===== config.mk =====
export PLATFORM = sky130hd
export DESIGN_NAME = tx_iq_buf
export DESIGN_NICKNAME = d
export VERILOG_FILES = /design/src/rtl/tx_iq_buf.sv
export SDC_FILE = /design/constraint.sdc
export NUM_CORES = 2
export LEC_CHECK = 0
export ABC_AREA = 1
export CAP_MARGIN = 40
export CORE_MARGIN = 8
export CORE_UTILIZATION = 30
export CTS_CLUSTER_DIAMETER = 200
export DETAILED_ROUTE_END_ITERATION = 12
export PLACE_DENSITY = 0.43
export SYNTH_ARGS = -nofsm -noshare
export SYNTH_HDL_FRONTEND = slang
export SYNTH_SLANG_ARGS = --single-unit
export TNS_END_PERCENT = 5

===== constraint.sdc =====
create_clock -name clk -period 15.3 [get_ports clk]
set_input_delay 2.295 -clock clk [delete_from_list [all_inputs] [get_ports clk]]
set_output_delay 2.295 -clock clk [all_outputs]
set_load 0.02 [all_outputs]

===== src/rtl/tx_iq_buf.sv =====
// tx_iq_buf: elastic IQ sample buffer between dot11_tx and the DAC interface.
// Samples are queued in a FIFO until START_LEVEL entries are held (or the
// packet ends early). Then one sample is played per dac_strobe. The block
// flags starvation as a sticky underrun, drains on tx_end and pulses buf_done
// once the last sample has left.
// Optional feature: define TX_IQ_BUF_GAIN_EN to add the gain_shift port.
// Each popped sample is then arithmetically left-shifted by 0..3 and saturated.

module tx_iq_buf #(
    parameter int DEPTH_LOG2  = 6,
    parameter int START_LEVEL = 16,
    parameter int IQ_WIDTH    = 16
) (
    input  logic                       clk,
    input  logic                       rstn,
    input  logic                       iq_in_valid,
    input  logic signed [IQ_WIDTH-1:0] iq_in_i,
    input  logic signed [IQ_WIDTH-1:0] iq_in_q,
    output logic                       iq_in_ready,
    input  logic                       tx_end,
    input  logic                       dac_strobe,
`ifdef TX_IQ_BUF_GAIN_EN
    input  logic [1:0]                 gain_shift,
`endif
    output logic signed [IQ_WIDTH-1:0] dac_i,
    output logic signed [IQ_WIDTH-1:0] dac_q,
    output logic                       dac_valid,
    output logic [DEPTH_LOG2:0]        fifo_level,
    output logic                       underrun,
    output logic                       buf_done
);

    localparam int DEPTH = 2 ** DEPTH_LOG2;

    localparam logic [DEPTH_LOG2:0]   LVL_FULL  = (DEPTH_LOG2 + 1)'(DEPTH);
    localparam logic [DEPTH_LOG2:0]   LVL_START = (DEPTH_LOG2 + 1)'(START_LEVEL);
    localparam logic [DEPTH_LOG2:0]   LVL_ONE   = (DEPTH_LOG2 + 1)'(1);
    localparam logic [DEPTH_LOG2-1:0] PTR_ONE   = DEPTH_LOG2'(1);

    typedef enum logic [1:0] {
        S_IDLE,
        S_FILL,
        S_STREAM,
        S_DONE
    } state_t;

    state_t state;
    state_t state_nxt;

    logic [DEPTH_LOG2-1:0] wr_ptr;
    logic [DEPTH_LOG2-1:0] rd_ptr;
    logic [DEPTH_LOG2:0]   level;
    logic [DEPTH_LOG2:0]   level_nxt;
    logic [2*IQ_WIDTH-1:0] mem [DEPTH];

    logic end_seen;
    logic push;
    logic pop;
    logic fifo_empty;
    logic end_now;
    logic starve;
    logic enter_idle;
    logic enter_done;

    logic signed [IQ_WIDTH-1:0] head_i;
    logic signed [IQ_WIDTH-1:0] head_q;
    logic signed [IQ_WIDTH-1:0] out_i;
    logic signed [IQ_WIDTH-1:0] out_q;

    assign fifo_level = level;
    assign buf_done   = (state == S_DONE);

    // Handshake and FIFO status, all derived from the registered level.
    always_comb begin
        iq_in_ready = (level != LVL_FULL);
        push        = iq_in_valid && iq_in_ready;
        fifo_empty  = (level == '0);
        // A tx_end in the same cycle counts as already seen. An empty strobe
        // coinciding with the end of the packet then drains instead of
        // flagging an underrun.
        end_now     = end_seen || tx_end;
        // A push into an empty FIFO is not visible to a strobe in the same
        // cycle. That strobe therefore starves, and the sample waits.
        pop         = (state == S_STREAM) && dac_strobe && !fifo_empty;
        starve      = (state == S_STREAM) && dac_strobe && fifo_empty && !end_now;
    end

    // Occupancy after this cycle's push/pop; a simultaneous pair cancels.
    always_comb begin
        level_nxt = level;
        if (push && !pop) begin
            level_nxt = level + LVL_ONE;
        end else if (pop && !push) begin
            level_nxt = level - LVL_ONE;
        end
    end

    // Next-state logic for the fill / stream / drain sequence.
    always_comb begin
        // NOTE: every always_comb output gets a default first, so no path can
        // leave it unassigned and infer a latch.
        state_nxt = state;
        unique case (state)
            S_IDLE: begin
                // A sample pushed during the DONE cycle is still a packet.
                if (push || !fifo_empty) begin
                    state_nxt = S_FILL;
                end else if (tx_end) begin
                    state_nxt = S_DONE;
                end
            end
            S_FILL: begin
                // No pops here, so level_nxt is the level entering the next
                // cycle. Use it so streaming starts right after the last
                // needed push.
                if (level_nxt >= LVL_START || (end_now && level_nxt != '0)) begin
                    state_nxt = S_STREAM;
                end else if (end_now) begin
                    state_nxt = S_DONE;
                end
            end
            S_STREAM: begin
                if (dac_strobe && fifo_empty && end_now) begin
                    state_nxt = S_DONE;
                end
            end
            S_DONE: begin
                state_nxt = S_IDLE;
            end
            default: begin
                state_nxt = S_IDLE;
            end
        endcase
    end

    assign enter_idle = (state_nxt == S_IDLE) && (state != S_IDLE);
    assign enter_done = (state_nxt == S_DONE) && (state != S_DONE);

    // State register.
    always_ff @(posedge clk or negedge rstn) begin
        // NOTE: sequential state uses non-blocking assignments only. All
        // flops then sample the pre-edge values, whatever the order of the
        // always blocks.
        if (!rstn) begin
            state <= S_IDLE;
        end else begin
            state <= state_nxt;
        end
    end

    // FIFO pointers and occupancy; pointers wrap naturally at DEPTH.
    always_ff @(posedge clk or negedge rstn) begin
        if (!rstn) begin
            wr_ptr <= '0;
            rd_ptr <= '0;
            level  <= '0;
        end else begin
            if (push) begin
                wr_ptr <= wr_ptr + PTR_ONE;
            end
            if (pop) begin
                rd_ptr <= rd_ptr + PTR_ONE;
            end
            level <= level_nxt;
        end
    end

    // Sample storage.
    always_ff @(posedge clk) begin
        // NOTE: the storage array has no reset. Clearing the pointers and the
        // level on reset already makes every stale entry unreachable.
        if (push) begin
            mem[wr_ptr] <= {iq_in_i, iq_in_q};
        end
    end

    assign {head_i, head_q} = mem[rd_ptr];

`ifdef TX_IQ_BUF_GAIN_EN
    // Arithmetic left shift by sh. The result saturates when the bits above
    // the new sign bit disagree with it.
    function automatic logic signed [IQ_WIDTH-1:0] shift_sat(
        input logic signed [IQ_WIDTH-1:0] x,
        input logic [1:0]                 sh
    );
        logic signed [IQ_WIDTH+2:0] wide;
        logic [3:0]                 top;
        wide = (IQ_WIDTH + 3)'(x);
        wide = wide <<< sh;
        top  = wide[IQ_WIDTH+2 -: 4];
        if (top == 4'b0000 || top == 4'b1111) begin
            return wide[IQ_WIDTH-1:0];
        end else if (wide[IQ_WIDTH+2]) begin
            return {1'b1, {(IQ_WIDTH-1){1'b0}}};
        end else begin
            return {1'b0, {(IQ_WIDTH-1){1'b1}}};
        end
    endfunction

    // Scaled head sample, ready to be registered on a pop.
    always_comb begin
        out_i = shift_sat(head_i, gain_shift);
        out_q = shift_sat(head_q, gain_shift);
    end
`else
    // Head sample passes through unmodified.
    always_comb begin
        out_i = head_i;
        out_q = head_q;
    end
`endif

    // DAC output register. Updates on a pop, zeroes on starvation or on
    // entering DONE, and holds otherwise.
    always_ff @(posedge clk or negedge rstn) begin
        if (!rstn) begin
            dac_i     <= '0;
            dac_q     <= '0;
            dac_valid <= 1'b0;
        end else begin
            dac_valid <= pop;
            if (pop) begin
                dac_i <= out_i;
                dac_q <= out_q;
            end else if (starve || enter_done) begin
                dac_i <= '0;
                dac_q <= '0;
            end
        end
    end

    // Sticky underrun and end-of-packet flags, both cleared on entering IDLE.
    always_ff @(posedge clk or negedge rstn) begin
        if (!rstn) begin
            underrun <= 1'b0;
            end_seen <= 1'b0;
        end else begin
            if (enter_idle) begin
                underrun <= 1'b0;
            end else if (starve) begin
                underrun <= 1'b1;
            end
            if (enter_idle) begin
                end_seen <= 1'b0;
            end else if (tx_end && state != S_DONE) begin
                end_seen <= 1'b1;
            end
        end
    end

endmodule


==> results by group <==
Timing
  • Hold Slack: 0.5147 ns
  • Final period utilization: about a third
  • Setup TNS: 0 ns
  • Final setup vio count: 0
  • RSZ-0062 raised after global routing: false
  • Headroom to the max-slew limit: between 20% and 30%
  • Final worst path period need: between 5 and 6 ns
  • Measured slew at the worst slew-check pin: approximately 1.1 ns
  • Clock Skew: roughly 0.050 ns
  • Achievable clock frequency: ~190 MHz
  • Final hold vios: 0
  • Final worst slack: 10.01 ns
  • Max Slew Vio Count: 0

Finish
  • Area grow syn2layout: 15.98%
  • # nets final: about 6000
  • Final Cell Area: roughly 0.095 mm2
  • Layout cells sized above 1: roughly 10%
  • Commonest non-fill, non-tap cell in the layout: edfxtp_1
  • Most frequent cells in the layout: 2048 x edfxtp_1, 1047 x nor2_1, 1038 x o21ai_0
  • Fill cells: 26381

Setup path
  • CP Launch Type: flip-flop
  • Crit path buffers/inverters: 4
  • Worst-path fanout max: roughly 180
  • WP data arrival: 6.09 ns
  • CP peak stage delay: approximately 0.76 ns
  • Critical path's most frequent cell: buf_4
  • Crit-path leading delay family: buffers and inverters
  • WP data required: ~16 ns
  • Setup crit end kind: flip-flop
  • Slowest library cell on the worst path: buf_4
  • Reg-to-reg critical path startpoint: rd_ptr[0]$_DFFE_PN0N_
  • Kind of critical path: reg -> reg
  • Cell Chain, Critical Path: buf_4, buf_4, buf_12, buf_4, o21ai_0, o22ai_1, a21oi_1, nand3_1, nand3_1, o21ai_1, nand2_1, nand2_1
  • Crit path from: rd_ptr[0]$_DFFE_PN0N_

Clock tree
  • Clock Latency Late Sink: a little under 0.9 ns
  • CTS buffer count: 224
  • Root Driver: clkbuf_16
  • # resized after CTS: 0
  • Hold bufs inserted after CTS: 0
  • Max clock buf depth: 3
  • Clock sink count: 2104
  • Clock-pin slew on the worst setup and hold paths: roughly 0.06 ns
  • H-tree depth: 4
  • Setup Buffers After CTS: 0
  • CTS tree: yes

Route
  • 1st-iter DRT viols: roughly 5400
  • Remaining antenna violation count: 0
  • Wire length per cell: roughly 28 um
  • Vias: about 52000
  • Final wirelength: around 280 mm
  • # DRC: 0
  • DR pass1 iterations: 5
  • Vias per cell: about 5.2

GRT
  • Grt ovf: 0
  • M2 GR Usage: 30.05%
  • Antenna violations before repair: 17
  • GR peak layer: met2
  • Total GRT Usage: a little under a fifth
  • GRT met3 Usage: roughly 2.3%
  • Vias in the first global route: 50096
  • First-pass GRT wire length: slightly below 400 mm
  • Met1 Use GR: between 20% and 30%
  • Largest net degree at the start of global routing: around 210

Placed design
  • PortBufs: between 70 and 80
  • Post-DP Area: around 0.088 mm2
  • Final HPWL DP: about 160 mm
  • Post-Place Worst Slack: a little over 9 ns
  • GPL Wtd Cong: 0.7983

Worst hold path
  • Worst hold path class: reg -> reg
  • Worst hold path startpoint: underrun$_DFFE_PN0P_

Yosys
  • Synth cell types: 40
  • Sequential fraction of the synthesis area: between 70 and 80%
  • Synth warnings: 0
  • Top cells by area, synth: edfxtp_1 75%, o21ai_0 6.3%, nor2_1 5.1%
  • Syn avg cell area: about 14 um2
  • Yosys reg bits: between 2000 and 2500
  • Yosys top cell by area: edfxtp_1
  • Cells after Synth: slightly above 6000
  • Async set-reset flop share out of synthesis: under 10%
  • Post-synth EDFFs: 2048
  • Syn Nets: ~6100
  • Synth Cell Area: around 0.082 mm2
  • Most used DFF post-synth: edfxtp_1
  • Yosys top cell area share: 74.70%

Die
  • Ports: 80
  • Die area: 0.2915 mm2
  • Die Span X: ~540 um
  • Initial cell density of the core: 30.12%
  • Die Ht: 539.9 um
  • Core Area: around 0.27 mm2
  • # rows: 192

Pwr
  • Pleak: 29.75 nW
  • Pwr Total: roughly 18 mW
  • Peak supply drop: approximately 0.17 mV
  • PD cells: ~190 mW/mm2

Flow run
  • Max-cap viol count: 0

Run status
  • Status: finished clean
[metrics by stage]
stage	utilization (%)	cells
4_1_cts	34.92	9883
3_5_place_dp	32.36	9471
6_report	34.93	9886
3_3_place_gp	31.89	9410
5_1_grt	34.93	9884
2_1_floorplan	-	6058
[registers in the layout, indices dropped and copies added, names as in the netlist]
| name | cells |
|---|---|
| end_seen | 1 |
| mem | 2048 |
| dac_q | 16 |
| dac_i | 16 |
| state | 2 |
| wr_ptr | 6 |
| dac_valid | 1 |
| fifo_level | 7 |
| rd_ptr | 6 |
| underrun | 1 |
[worst paths after layout]
check / to / slack [ns] / depth (start not counted)
worst max register to register: dac_q[8]$_DFFE_PN0P_ / 10.01 / 12
worst min-delay path: underrun$_DFFE_PN0P_ / 0.51 / 2
min in group asynchronous: dac_q[7]$_DFFE_PN0P_ / 1.33 / 1
max in group asynchronous: rd_ptr[0]$_DFFE_PN0N_ / 13.32 / 2
worst min register to register: underrun$_DFFE_PN0P_ / 0.51 / 2
worst max-delay path: dac_q[8]$_DFFE_PN0P_ / 10.01 / 12
[where the power goes]
part,switching [mW],internal (mW)
Clock,2.31,2.92
Sequential,0.164,6.58
Combinational,4.73,1.51
[layout make-up]
cell class                      count  area [um2]  share of cell area [%]
Clock inverter                    122        1124                   1.177
Multi-Input combinational cell   3469       17830                   18.68
Inverter                           43       200.2                  0.2097
Timing Repair Buffer              266        3020                   3.163
Clock buffer                      290        5894                   6.173
Sequential cell                  2104       62920                   65.89
Antenna cell                        3       7.507                0.007862
Tap cell                         3589        4491                   4.703
[worst register-to-register path, cell delays in order (launching register included)]
cell and delay, ns:
dfrtp_4 0.49, buf_4 0.52, buf_4 0.75, buf_12 0.59
buf_4 1.15, o21ai_0 0.21, o22ai_1 0.41, a21oi_1 0.23
nand3_1 0.37, nand3_1 0.13, o21ai_1 0.20, nand2_1 0.08
nand2_1 0.09
[routing by layer]
layer | share of wire (%) | vias up
met5 | 0.0047 | -
met4 | 2.9 | 2
met3 | 5.0 | 323
met2 | 47 | 1482
met1 | 45 | 27026
li1 | - | 23030
[synthesized netlist by cell type, types with 38 or more instances]
cell,instances
nand2_1,304
buf_2,100
o21ai_0,1038
o21ai_1,38
edfxtp_1,2048
dfrtp_1,56
o22ai_1,311
o211ai_1,60
nor2_1,1110
clkbuf_1,309
nand3_1,209
o221ai_1,196
a21oi_1,63
[kinds of logic (layout without fill, tap and decap cells)]
family / Yosys count / in the layout / synth area share [%]
AOI/OAI and AO/OA: 1748 / 1748 / 12.29
xor gates and xnor gates: 11 / 11 / 0.1170
adders and majority gates: 4 / 4 / 0.06079
buffers and inverters: 485 / 721 / 2.544
DFF: 2104 / 2104 / 76.40
other: 0 / 3 / 0
and+or+nand+nor: 1706 / 1706 / 8.594
(Power assumes the default switching activity.)
